<file path="config.mk">
export PLATFORM = sky130hd
export DESIGN_NAME = ahb_master
export DESIGN_NICKNAME = d
export VERILOG_FILES = /design/src/rtl/ahb_master.sv
export SDC_FILE = /design/constraint.sdc
export NUM_CORES = 1
export LEC_CHECK = 0
export ABC_AREA = 0
export ABC_CLOCK_PERIOD_IN_PS = 1300
export BUFFER_PORTS_ARGS = -buffer_cell sky130_fd_sc_hd__buf_2
export CELL_PAD_IN_SITES_DETAIL_PLACEMENT = 1
export CELL_PAD_IN_SITES_GLOBAL_PLACEMENT = 2
export CORE_ASPECT_RATIO = 0.75
export CORE_MARGIN = 3
export CORE_UTILIZATION = 24
export DETAILED_ROUTE_END_ITERATION = 12
export PLACE_DENSITY = 0.86
export SYNTH_ARGS = -nofsm -noshare
export SYNTH_HDL_FRONTEND = slang
export SYNTH_SLANG_ARGS = --single-unit
</file>
<file path="constraint.sdc">
create_clock -name HCLK -period 1.3 [get_ports HCLK]
set_input_delay 0.065 -clock HCLK [delete_from_list [all_inputs] [get_ports HCLK]]
set_output_delay 0.065 -clock HCLK [all_outputs]
set_load 0.005 [all_outputs]
</file>
<file path="src/rtl/ahb_master.sv">
// AHB-Lite initiator: issues pipelined NONSEQ SINGLE transfers from a command stream.
// Optional wait-state timeout flag is compiled in with `define AHB_MASTER_TIMEOUT_EN.
module ahb_master #(
  parameter int ADDR_W         = 32,
  parameter int DATA_W         = 32,
  parameter int TIMEOUT_CYCLES = 16
) (
  input  logic              HCLK,
  input  logic              HRESETn,
  input  logic              cmd_valid,
  output logic              cmd_ready,
  input  logic              cmd_write,
  input  logic [ADDR_W-1:0] cmd_addr,
  input  logic [1:0]        cmd_size,
  input  logic [DATA_W-1:0] cmd_wdata,
  output logic              rsp_valid,
  output logic [DATA_W-1:0] rsp_rdata,
  output logic              rsp_err,
  output logic [ADDR_W-1:0] HADDR,
  output logic [1:0]        HTRANS,
  output logic              HWRITE,
  output logic [2:0]        HSIZE,
  output logic [2:0]        HBURST,
  output logic [DATA_W-1:0] HWDATA,
  input  logic [DATA_W-1:0] HRDATA,
  input  logic              HREADY,
  input  logic              HRESP,
  output logic              timeout_o
);

  logic              r_aValid;
  logic [ADDR_W-1:0] r_aAddr;
  logic              r_aWrite;
  logic [1:0]        r_aSize;
  logic [DATA_W-1:0] r_aWdata;
  logic              r_dValid;
  logic              r_dWrite;
  logic [DATA_W-1:0] r_dWdata;
  logic              r_err2;

  logic              w_err1;
  logic              w_mask;
  logic              w_aAdvance;
  logic              w_dDone;
  logic              w_accept;
  logic [1:0]        w_cmdSize;

  // The address phase is masked for both ERROR cycles so the pending transfer is replayed afterwards.
  assign w_err1     = r_dValid && HRESP && !HREADY;
  assign w_mask     = w_err1 || r_err2;
  assign w_aAdvance = HREADY && r_aValid && !w_mask;
  assign w_dDone    = HREADY && r_dValid;
  assign cmd_ready  = (!r_aValid || (HREADY && !w_mask)) && !w_err1;
  assign w_accept   = cmd_valid && cmd_ready;
  assign w_cmdSize  = (cmd_size == 2'b11) ? 2'b10 : cmd_size;

  assign HTRANS = (r_aValid && !w_mask) ? 2'b10 : 2'b00;
  assign HADDR  = r_aAddr;
  assign HWRITE = r_aWrite;
  assign HSIZE  = {1'b0, r_aSize};
  assign HBURST = 3'b000;
  assign HWDATA = r_dWdata;

  always_ff @(posedge HCLK) begin
    if (!HRESETn) begin
      r_aValid <= 1'b0;
      r_aAddr  <= '0;
      r_aWrite <= 1'b0;
      r_aSize  <= 2'b10;
      r_aWdata <= '0;
    end else if (w_accept) begin
      r_aValid <= 1'b1;
      r_aAddr  <= cmd_addr;
      r_aWrite <= cmd_write;
      r_aSize  <= w_cmdSize;
      r_aWdata <= cmd_wdata;
    end else if (w_aAdvance) begin
      r_aValid <= 1'b0;
    end
  end

  always_ff @(posedge HCLK) begin
    if (!HRESETn) begin
      r_dValid <= 1'b0;
      r_dWrite <= 1'b0;
      r_dWdata <= '0;
    end else if (w_aAdvance) begin
      r_dValid <= 1'b1;
      r_dWrite <= r_aWrite;
      r_dWdata <= r_aWdata;
    end else if (w_dDone) begin
      r_dValid <= 1'b0;
    end
  end

  always_ff @(posedge HCLK) begin
    if (!HRESETn) begin
      r_err2    <= 1'b0;
      rsp_valid <= 1'b0;
      rsp_err   <= 1'b0;
      rsp_rdata <= '0;
    end else begin
      r_err2    <= w_err1;
      rsp_valid <= w_dDone;
      rsp_err   <= w_dDone && HRESP;
      rsp_rdata <= (w_dDone && !r_dWrite) ? HRDATA : '0;
    end
  end

`ifdef AHB_MASTER_TIMEOUT_EN
  localparam int CNT_W = $clog2(TIMEOUT_CYCLES + 1);

  logic [CNT_W-1:0] r_waitCnt;
  logic             r_timeout;

  // Flag only; the stalled transfer is left on the bus and keeps waiting.
  always_ff @(posedge HCLK) begin
    if (!HRESETn) begin
      r_waitCnt <= '0;
      r_timeout <= 1'b0;
    end else if (r_dValid && !HREADY) begin
      if (r_waitCnt != CNT_W'(TIMEOUT_CYCLES)) r_waitCnt <= r_waitCnt + CNT_W'(1);
      if (r_waitCnt == CNT_W'(TIMEOUT_CYCLES - 1)) r_timeout <= 1'b1;
    end else begin
      r_waitCnt <= '0;
    end
  end

  assign timeout_o = r_timeout;
`else
  // Always 0; the compare keeps the parameter referenced when the feature is absent.
  assign timeout_o = (TIMEOUT_CYCLES < 0);
`endif

endmodule

</file>
==> results of run 1 <==
==> worst max-delay path, stage by stage (launching register included) <==
cell and delay, ns:
dfxtp_2 0.32, and3b_2 0.20, buf_6 0.12, o22ai_4 0.21, buf_12 0.18, clkbuf_16 0.18
mux2i_1 0.20
==> final timing paths <==
kind	to	cells past startpoint	slack [ns]
min	r_dValid	3	0.04
max reg2reg	HADDR[2]	6	-0.19
min reg2reg	HWDATA[26]	2	0.45
max	HADDR[2]	6	-0.19
==> layout make-up <==
type / instances / area (um^2)
Fill cell: 2317 / 11600
Sequential cell: 137 / 2746
Timing Repair Buffer: 331 / 2495
Multi-Input combinational cell: 354 / 2078
Clock buffer: 19 / 452.9
Tap cell: 253 / 316.6
Clock inverter: 13 / 118.9
Antenna cell: 2 / 5.005
Inverter: 1 / 3.754
==> kinds of logic after synthesis <==
kind of cell / Yosys count
AND/OR/NAND/NOR: 245
flip-flops: 137
other: 1
buffers and inverters: 43
multiplexers: 67
AO/OA/AOI/OAI: 36
==> through the flow <==
step,setup WS (ns),cells
5_1_grt,-0.2447,1109
4_1_cts,-0.1498,1097
2_1_floorplan,0.02928,534
3_3_place_gp,-0.001406,963
3_5_place_dp,-0.05409,963
6_report,-0.1908,1110
==> cell usage in the layout (no fill, tap or decap), types with 4 or more instances in the layout <==
master           n
buf_2          205
nand2_1        194
mux2i_1         66
clkbuf_16       24
dlygate4sd3_1  101
buf_4            4
dfxtp_1        134
conb_1           6
and2_1          34
buf_12           9
buf_6            4
clkinvlp_4       4
a21boi_1        31
==> per-layer routing <==
layer	vias to the layer above	wire length [um]	track usage [%]
li1	2307	-	-
met1	2238	7563	16.45
met2	133	8631	24.81
met3	18	1017	5.594
met4	0	215	4.130
met5	-	0	0
==> power breakdown <==
group,switching (mW),total [mW],internal (mW)
Clock,1.94,4.69,2.75
Sequential,0.108,4.52,4.41
Combinational,0.604,1.39,0.787
==> sequential cells by signal (all words and copies together) (netlist names) <==
name,flops
r_dWrite,1
HWRITE,1
r_aWdata,32
r_dValid,1
HWDATA,32
rsp_err,1
r_aSize,2
r_err2,1
r_aValid,1
rsp_valid,1
HADDR,32
rsp_rdata,32
==> timing repair <==
item / in CTS / in global routing
hold buffers: 101 / 0
setup buffers: 1 / 2
cloned: 0 / 9
endpoints found under the setup margin: 51 / 101
gates resized for setup: 7 / 51
pin swaps: 2 / 6
endpoints found under the hold margin: 100 / 0
==> reports/qor.tcl, run 1 <==
set qor(numCtsBuffers) 17
set qor(synth_top_flop_cell) {dfxtp_1}
set qor(count_of_flip_flops_with_a_built_in_enable_after_synthesis) 0
set qor(max_frequency_mhz) 670.8
set qor(detailedRoute.firstPassIterationCount) 4
set qor(synth_top_area_share_pct) 55.40
set qor(async_flop_share_pct) 0
set qor(placement.cell_area_um2) 6309
set qor(globalRouteOverflowTotal) 0
set qor(max-cap-violations) 0
set qor(antenna_violations_before_repair) 1
set qor(adder_cell_area_share_of_the_yosys_netlist_pct) 0
set qor(effective_utilization_at_floorplan_pct) 24.98
set qor(cp_data_arrival_time_ns) 1.83
set qor(drtIter0Drc) 185
set qor(clock_path_buffers) 2
set qor(total_number_of_placement_rows) 44
set qor(setup.worst_path.start_class) {flop}
set qor(peak_supply_drop_mv) 0.6669
set qor(hold_vio_cnt_final) 0
set qor(report.final.setup_viol) 70
set qor(die_x_um) 171.8
set qor(via_count) 4696
set qor(synth.cells.most_frequent) {nand2_1, dfxtp_1, mux2i_1}
set qor(crit_path_start) {r_dValid}
set qor(netlist_area_um2) 4951
set qor(critPathKind) {flop to flop}
set qor(report.power.total_mw) 10.60
set qor(drive_above_1_share_pct) 32.63
set qor(detailed_place_hpwl_um) 9929
set qor(hold_class) {input port to flop}
set qor(die-height_um) 130.4
set qor(ys_types) 20
set qor(core_box_area_um2) 19820
set qor(post_layout_util_pct) 41.46
set qor(dieArea_um2) 22410
set qor(grt_max_degree) 71
set qor(avgViaCountPerCell) 4.231
set qor(grt_pass1_wl_um) 24780
set qor(hp-start) {HREADY}
set qor(timing.clock.skew_ns) 0.007316
set qor(crit_fanout) 10
set qor(clk_latency_ns) 0.41
set qor(worst_setup_hold_path_clk_slew_ns) 0.06
set qor(worstReg2RegStart) {r_dValid}
set qor(worst_setup_path_end_kind) {flop}
set qor(finalCriticalPeriod_ns) 1.491
set qor(post-synth-top-area-cell) {dfxtp_1}
set qor(outcome) {complete, but fails checks}
set qor(register_area_share_after_synthesis_pct) 55.40
set qor(layout.cell_area.non_filler_um2) 8217
set qor(powerDensity_nw_per_um2) 1289
set qor(post_route_fraction_of_the_period_consumed_by_the_critical_path_pct) 114.7
set qor(hold_ws_ns) 0.04110
set qor(clock_tree.htree_level_count) 4
set qor(postSynthRegisterBits) 137
set qor(gr-usage-all-layers_pct) 14.28
set qor(report.final.slew_viol_count) 0
set qor(port_buffers) 206
set qor(netlist_instances) 529
set qor(synthMostInstantiatedCell) {nand2_1}
set qor(yosys.area_share.simple_pct) 21.13
set qor(combinational_family_with_the_most_area_after_synthesis) {simple AND/OR/NAND/NOR gates}
set qor(antenna_left) 0
set qor(finalSetupTns_ns) -8.377
set qor(wire_per_inst_um) 15.70
set qor(num-nets-final) 946
set qor(worst_ep_required_time_ns) 1.64
set qor(yosysWarnings) 0
set qor(setup_repair_after_global_routing_missed_its_margin) {yes}
set qor(synth.mux.area_fraction_pct) 13.55
set qor(post_synth.cell_area_avg_um2) 9.359
set qor(synth_compound_gate_area_share_pct) 5.560
set qor(io_pins) 213
set qor(postRouteWirelength_um) 17430
set qor(finalWeightedCongestion) 0.7190
set qor(synth-xor-area-share_pct) 0
set qor(cts_sinks) 137
set qor(failed_checks) {negative setup slack}
set qor(root_buffer) {clkbuf_16}
set qor(postLayoutSetupSlackWorst_ns) -0.1908
set qor(post-route-drc-count) 0
set qor(power.leakage_nw) 3.922
set qor(grt_pass1_vias) 4814
set qor(synth_area_leaders) {dfxtp_1, nand2_1, mux2i_1}
set qor(area.growth.synth_to_final_pct) 65.96
set qor(clock_tree_from_tritoncts) {yes}
Note: power is estimated with default switching activity, not from simulation.
==> run 2, diff against run 1 <==
- ABC_CLOCK_PERIOD_IN_PS: 1300 -> 1850
- CORE_UTILIZATION: 24 -> 29
- PLACE_DENSITY: 0.86 -> 0.95
- clock period: 1.3 -> 1.85 ns (I/O delays scaled with it)
==> run 2 against run 1 <==
Effect of this change: the run now ends clean; non-clock buffer count shrank 15; sequential power shrank 30%; clock power shrank 25%; register-to-register slack gained 0.58 ns; setup slack gained 0.57 ns; total power shrank 29%; clock-buffer cell count shrank 1.
==> reports/qor.tcl, run 2 (synthesized netlist as in run 1, its figures left out) <==
set qor(detailed_place_hpwl_um) 9719 ;# -2.1%
set qor(post-route-drc-count) 0 ;# unchanged
set qor(max_frequency_mhz) 681.0
set qor(avgViaCountPerCell) 4.310 ;# +1.9%
set qor(finalCriticalPeriod_ns) 1.468
set qor(hold_vio_cnt_final) 0 ;# unchanged
set qor(via_count) 4525 ;# -3.6%
set qor(post_route_fraction_of_the_period_consumed_by_the_critical_path_pct) 79.37
set qor(antennaDiodeCount) 0 ;# -2
set qor(cts_sinks) 137 ;# unchanged
set qor(clock_tree_from_tritoncts) {yes}
set qor(area.growth.synth_to_final_pct) 57.09
set qor(dieArea_um2) 18690 ;# -17%
set qor(wire_per_inst_um) 15.10 ;# -3.8%
set qor(dp_slack_ns) 0.3971 ;# +0.4512 ns
set qor(final_cell_mix) {buf_2, nand2_1, dfxtp_1}
set qor(report.final.setup_viol) 0 ;# -100%
set qor(numCtsBuffers) 17 ;# unchanged
set qor(grt_max_degree) 116 ;# +63%
set qor(postRouteWirelength_um) 15850 ;# -9.0%
set qor(cp_data_arrival_time_ns) 1.80 ;# -0.03 ns
set qor(die_x_um) 156.9 ;# -8.7%
set qor(global_route.peak_usage_layer) {met2}
set qor(core_box_area_um2) 16370 ;# -17%
set qor(placement.cell_area_um2) 6157 ;# -2.4%
set qor(worst_setup_hold_path_clk_slew_ns) 0.06 ;# about the same
set qor(powerDensity_nw_per_um2) 963.0 ;# -25%
set qor(power.leakage_nw) 3.722 ;# -5.1%
set qor(max_slew_margin_pct) 64.98
set qor(finalWeightedCongestion) 0.7209 ;# +0.26%
set qor(critPathKind) {input port to flop}
set qor(report.final.slew_viol_count) 0 ;# unchanged
set qor(grt_pass1_vias) 5070 ;# +5.3%
set qor(power.share.combinational_pct) 10.9 ;# -2.2 points
set qor(outcome) {finished clean}
set qor(drtIter0Drc) 141 ;# -24%
set qor(total_number_of_placement_rows) 40 ;# -9.1%
set qor(post_cts.resized_instances) 0 ;# -7
set qor(register_to_register_setup_slack_ns) 0.39 ;# +0.58 ns
set qor(postLayoutSetupSlackWorst_ns) 0.3816 ;# +0.5724 ns
set qor(worst_ep_required_time_ns) 2.18 ;# +0.54 ns
set qor(antenna_violations_before_repair) 0 ;# -1
set qor(clk_latency_ns) 0.41 ;# about the same
set qor(report.power.total_mw) 7.489 ;# -29%
set qor(worst_setup_path_end_kind) {flop}
set qor(finalSetupTns_ns) 0 ;# +8.377 ns
set qor(globalRouteOverflowTotal) 0 ;# unchanged
set qor(gr-usage-all-layers_pct) 17.23 ;# +2.9 points
set qor(antenna_left) 0 ;# unchanged
set qor(share_clk_of_total_power_pct) 46.8 ;# +2.6 points
set qor(num-nets-final) 931 ;# -1.6%
set qor(port_buffers) 206 ;# unchanged
set qor(hold_class) {input port to flop}
set qor(detailedRoute.firstPassIterationCount) 4 ;# unchanged
set qor(cts_setup_buffers) 0 ;# -1
set qor(clock_path_buffers) 2 ;# unchanged
set qor(clock_tree.htree_level_count) 4 ;# unchanged
set qor(grt_pass1_wl_um) 25360 ;# +2.4%
set qor(crit_fanout) 55 ;# +45
set qor(swShare_pct) 23.85 ;# -1.2 points
set qor(netSwitchingPower_mw) 1.786 ;# -33%
set qor(internal_power_mw) 5.704 ;# -28%
set qor(drive_above_1_share_pct) 29.52 ;# -3.1 points
set qor(use_met3_pct) 6.865 ;# +1.3 points
set qor(worstMarginPinSlew_ns) 0.5253
set qor(seq_power_share_pct) 42.3 ;# -0.3 points
set qor(max-cap-violations) 0 ;# unchanged
set qor(groute.layer.met2.usage_pct) 30.09 ;# +5.3 points
set qor(layout_commonest_cell) {buf_2}
set qor(groute.layer.met1.usage_pct) 18.87 ;# +2.4 points
set qor(effective_utilization_at_floorplan_pct) 30.25 ;# +5.3 points
set qor(post_layout_util_pct) 47.52 ;# +6.1 points
set qor(io_pins) 213 ;# unchanged
set qor(setup.worst_path.start_class) {input port}
set qor(peak_supply_drop_mv) 0.4526 ;# -32%
set qor(die-height_um) 119.2 ;# -8.6%
set qor(setup_repair_after_global_routing_missed_its_margin) {no}
set qor(layout.cell_area.non_filler_um2) 7777 ;# -5.3%
set qor(root_buffer) {clkbuf_16}
set qor(timing.clock.skew_ns) 0.008749 ;# +0.001433 ns
## run 2: cell types whose count changed in the layout (fill, tap and decap cells not counted), moves of 3 or more
cell       delta
clkbuf_16     -7
nand2_1       +3
a21boi_1     -31
buf_4         +4
dfxtp_1       +3
dfxtp_2       -3
a21boi_0     +33
buf_12        -7
buf_6         -4
## run 2: layout make-up
cell class	instances	area (um^2)
multi-input cells	354	2022
repair buffers	316	2137
clock buffers	18	439.2
well taps	210	262.8
inverters	1	3.754
fillers	1894	8588
clock inverters	14	170.2
flip-flops and latches	137	2743
## run 2: per-stage QoR
stage                     cells  hold slack (ns)
after floorplan             534           0.2142
after global placement      917           0.2914
after detailed placement    917           0.2969
after CTS                  1050          0.01007
after global routing       1050          0.05117
final                      1050          0.02565
## run 2: worst paths after layout
path,from,endpoint,cells after the start
worst max-delay path,HRESP,r_aWdata[18],6
worst min-delay path,HREADY,r_dValid,3
worst max register to register,r_dValid,r_aWdata[18],4
worst min register to register,HADDR[6],HADDR[6],2
## run 2: critical path, cell delays in order
cell and delay [ns]:
dlygate4sd3_1 0.53, buf_2 0.13, and3b_1 0.22, o22ai_4 0.15, buf_12 0.36, mux2i_1 0.28
## run 2: power groups by stage
stage	clock network, mW	logic, mW	registers (mW)
after floorplan	0	0.357	3.23
after global placement	0	0.627	3.23
after detailed placement	0	0.643	3.23
after CTS	3.60	0.815	3.17
after global routing	3.74	0.900	3.19
final	3.51	0.814	3.17
## run 2: timing repair
item / in CTS / in global routing
hold endpoints to repair: 100 / 0
hold buffers: 101 / 0
setup endpoints to repair: 0 / 0
## run 2: per-layer routing
layer  wire (um)  up-vias  share of wire, %
met4         418        0               2.6
li1            -     2265                 -
met5           0        -                 0
met1        6457     2094                41
met3        1136       31               7.2
met2        7840      135                49
==> run 3, diff against run 2 <==
- ABC_CLOCK_PERIOD_IN_PS: 1850 -> 1510
- CORE_UTILIZATION: 29 -> 27
- PLACE_DENSITY: 0.95 -> 0.9
- clock period: 1.85 -> 1.51 ns (I/O delays scaled with it)
==> run 3 against run 2 <==
Effect of this change: die area grew 7.1%; routed wire length is 4.0% higher; clock skew increased by 0.0052 ns; register-to-register slack got worse by 0.31 ns; critical path depth did not move; sequential share of layout area shrank 0.43 points; worst hold slack better by 0.00096 ns; total power is 21% higher; combinational power increased by 27%; clock-buffer cell count unchanged; first-iteration DRC count increased by 18%; largest cell class unchanged; largest power group unchanged.
==> reports/qor.tcl, run 3 (synthesized netlist as in run 1, its figures left out) <==
set qor(post-route-drc-count) 0 ;# unchanged
set qor(report.final.slew_viol_count) 0 ;# unchanged
set qor(layout.cell_area.non_filler_um2) 7874 ;# +1.2%
set qor(antenna_left) 0 ;# unchanged
set qor(drive_above_1_share_pct) 29.89 ;# +0.37 points
set qor(detailedRoute.firstPassIterationCount) 4 ;# unchanged
set qor(post_layout_util_pct) 44.20 ;# -3.3 points
set qor(worst_setup_hold_path_clk_slew_ns) 0.06 ;# about the same
set qor(post_route_fraction_of_the_period_consumed_by_the_critical_path_pct) 96.03
set qor(worst_setup_path_end_kind) {flop}
set qor(wire_per_inst_um) 15.20 ;# +0.66%
set qor(max_frequency_mhz) 689.6
set qor(gr-usage-all-layers_pct) 16.08 ;# -1.1 points
set qor(globalRouteOverflowTotal) 0 ;# unchanged
set qor(antennaDiodeCount) 0 ;# unchanged
set qor(setup_repair_after_global_routing_missed_its_margin) {yes}
set qor(fin_cells) 1085 ;# +3.3%
set qor(detailed_place_hpwl_um) 9737 ;# +0.19%
set qor(peak_supply_drop_mv) 0.5641 ;# +25%
set qor(critPathKind) {input port to flop}
set qor(finalWeightedCongestion) 0.6858 ;# -4.9%
set qor(powerDensity_nw_per_um2) 1148 ;# +19%
set qor(root_buffer) {clkbuf_16}
set qor(cp_data_arrival_time_ns) 1.78 ;# -0.02 ns
set qor(area.growth.synth_to_final_pct) 59.03
set qor(report.final.setup_viol) 0 ;# unchanged
set qor(hold_ws_ns) 0.02661 ;# +0.0009605 ns
set qor(drtIter0Drc) 166 ;# +18%
set qor(crit_fanout) 23 ;# -58%
set qor(timing.clock.skew_ns) 0.01392 ;# +0.005169 ns
set qor(hold_class) {input port to flop}
set qor(cts_sinks) 137 ;# unchanged
set qor(die-height_um) 123.3 ;# +3.5%
set qor(critical_path.max_stage_delay_ns) 0.55 ;# +0.02 ns
set qor(num-nets-final) 935 ;# +0.43%
set qor(cts_setup_buffers) 0 ;# unchanged
set qor(report.power.total_mw) 9.035 ;# +21%
set qor(finalCriticalPeriod_ns) 1.450
set qor(numCtsBuffers) 17 ;# unchanged
set qor(clock_tree_from_tritoncts) {yes}
set qor(buffers_and_inverters_on_the_worst_path) 3 ;# unchanged
set qor(io_pins) 213 ;# unchanged
set qor(clk_latency_ns) 0.41 ;# about the same
set qor(antenna_violations_before_repair) 0 ;# unchanged
set qor(postRouteWirelength_um) 16490 ;# +4.0%
set qor(setup.worst_path.start_class) {input port}
set qor(avgViaCountPerCell) 4.207 ;# -2.4%
set qor(core_box_area_um2) 17810 ;# +8.9%
set qor(worst_ep_required_time_ns) 1.83 ;# -0.35 ns
set qor(clock_path_buffers) 2 ;# unchanged
set qor(critical-path-slowest-cell) {dlygate4sd3_1}
set qor(total_number_of_placement_rows) 42 ;# +5.0%
set qor(die_x_um) 162.4 ;# +3.5%
set qor(cpLargestDelayFamily) {buffers and inverters}
set qor(max-cap-violations) 0 ;# unchanged
set qor(total_instance_count_after_detailed_placement) 952 ;# +3.8%
set qor(cp_cell_sequence) {dlygate4sd3_1 -> buf_2 -> and3b_1 -> o22ai_4 -> clkbuf_16 -> mux2i_1}
set qor(clock_tree.htree_level_count) 4 ;# unchanged
set qor(placement.cell_area_um2) 6257 ;# +1.6%
set qor(power.leakage_nw) 3.754 ;# +0.85%
set qor(grt_pass1_wl_um) 25060 ;# -1.2%
set qor(via_count) 4565 ;# +0.88%
set qor(layout_commonest_cell) {buf_2}
set qor(effective_utilization_at_floorplan_pct) 27.79 ;# -2.5 points
set qor(outcome) {finished clean}
set qor(grt_pass1_vias) 4839 ;# -4.6%
set qor(port_buffers) 206 ;# unchanged
set qor(dieArea_um2) 20010 ;# +7.1%
set qor(grt_max_degree) 105 ;# -9.5%
set qor(final_cell_mix) {buf_2, nand2_1, dfxtp_1}
set qor(hold_vio_cnt_final) 0 ;# unchanged
[run 3: power breakdown]
group | leakage [nW] | switching (mW) | internal, mW
clock | 0.283 | 1.63 | 2.48
combinational | 2.35 | 0.466 | 0.567
sequential | 1.12 | 0.0942 | 3.79
total | 3.75 | 2.19 | 6.84
[run 3: per-layer routing]
metal	routed length [um]	GRT usage, %	share of wire (%)	vias up
li1	-	-	-	2284
met1	6975	18.07	42	2131
met2	8259	28.61	50	129
met3	988	5.660	6.0	21
met4	267	5.381	1.6	0
met5	0	0	0	-
[run 3: final timing paths]
path                            slack, ns  startpoint  depth (start not counted)        end
worst max-delay path                 0.06       HRESP                          6  HADDR[29]
worst min-delay path                 0.03     HRESETn                          2  rsp_valid
worst max register to register       0.08    r_dValid                          4  HADDR[29]
worst min register to register       0.45   HADDR[19]                          2  HADDR[19]
[run 3: per-stage QoR]
stage                TNS [ns]  setup slack, ns
floorplan                   0           0.2393
global placement            0           0.1454
detailed placement          0          0.04547
CTS                         0          0.01683
global route        -0.003805        -0.003521
finish                      0          0.05998
[run 3: area by class of cell]
class	instances	area, um^2
sequential	137	2743
clock buffer	18	439.2
multi-input combinational	354	2029
timing repair buffer	320	2213
fill	2076	9941
tap	242	302.8
clock inverter	13	142.6
inverter	1	3.754
[run 3: repair_timing]
action                                 CTS  global route
resized for setup                        0             2
setup endpoints to repair                0            11
hold buffers                           101             0
endpoints found under the hold margin  100             0
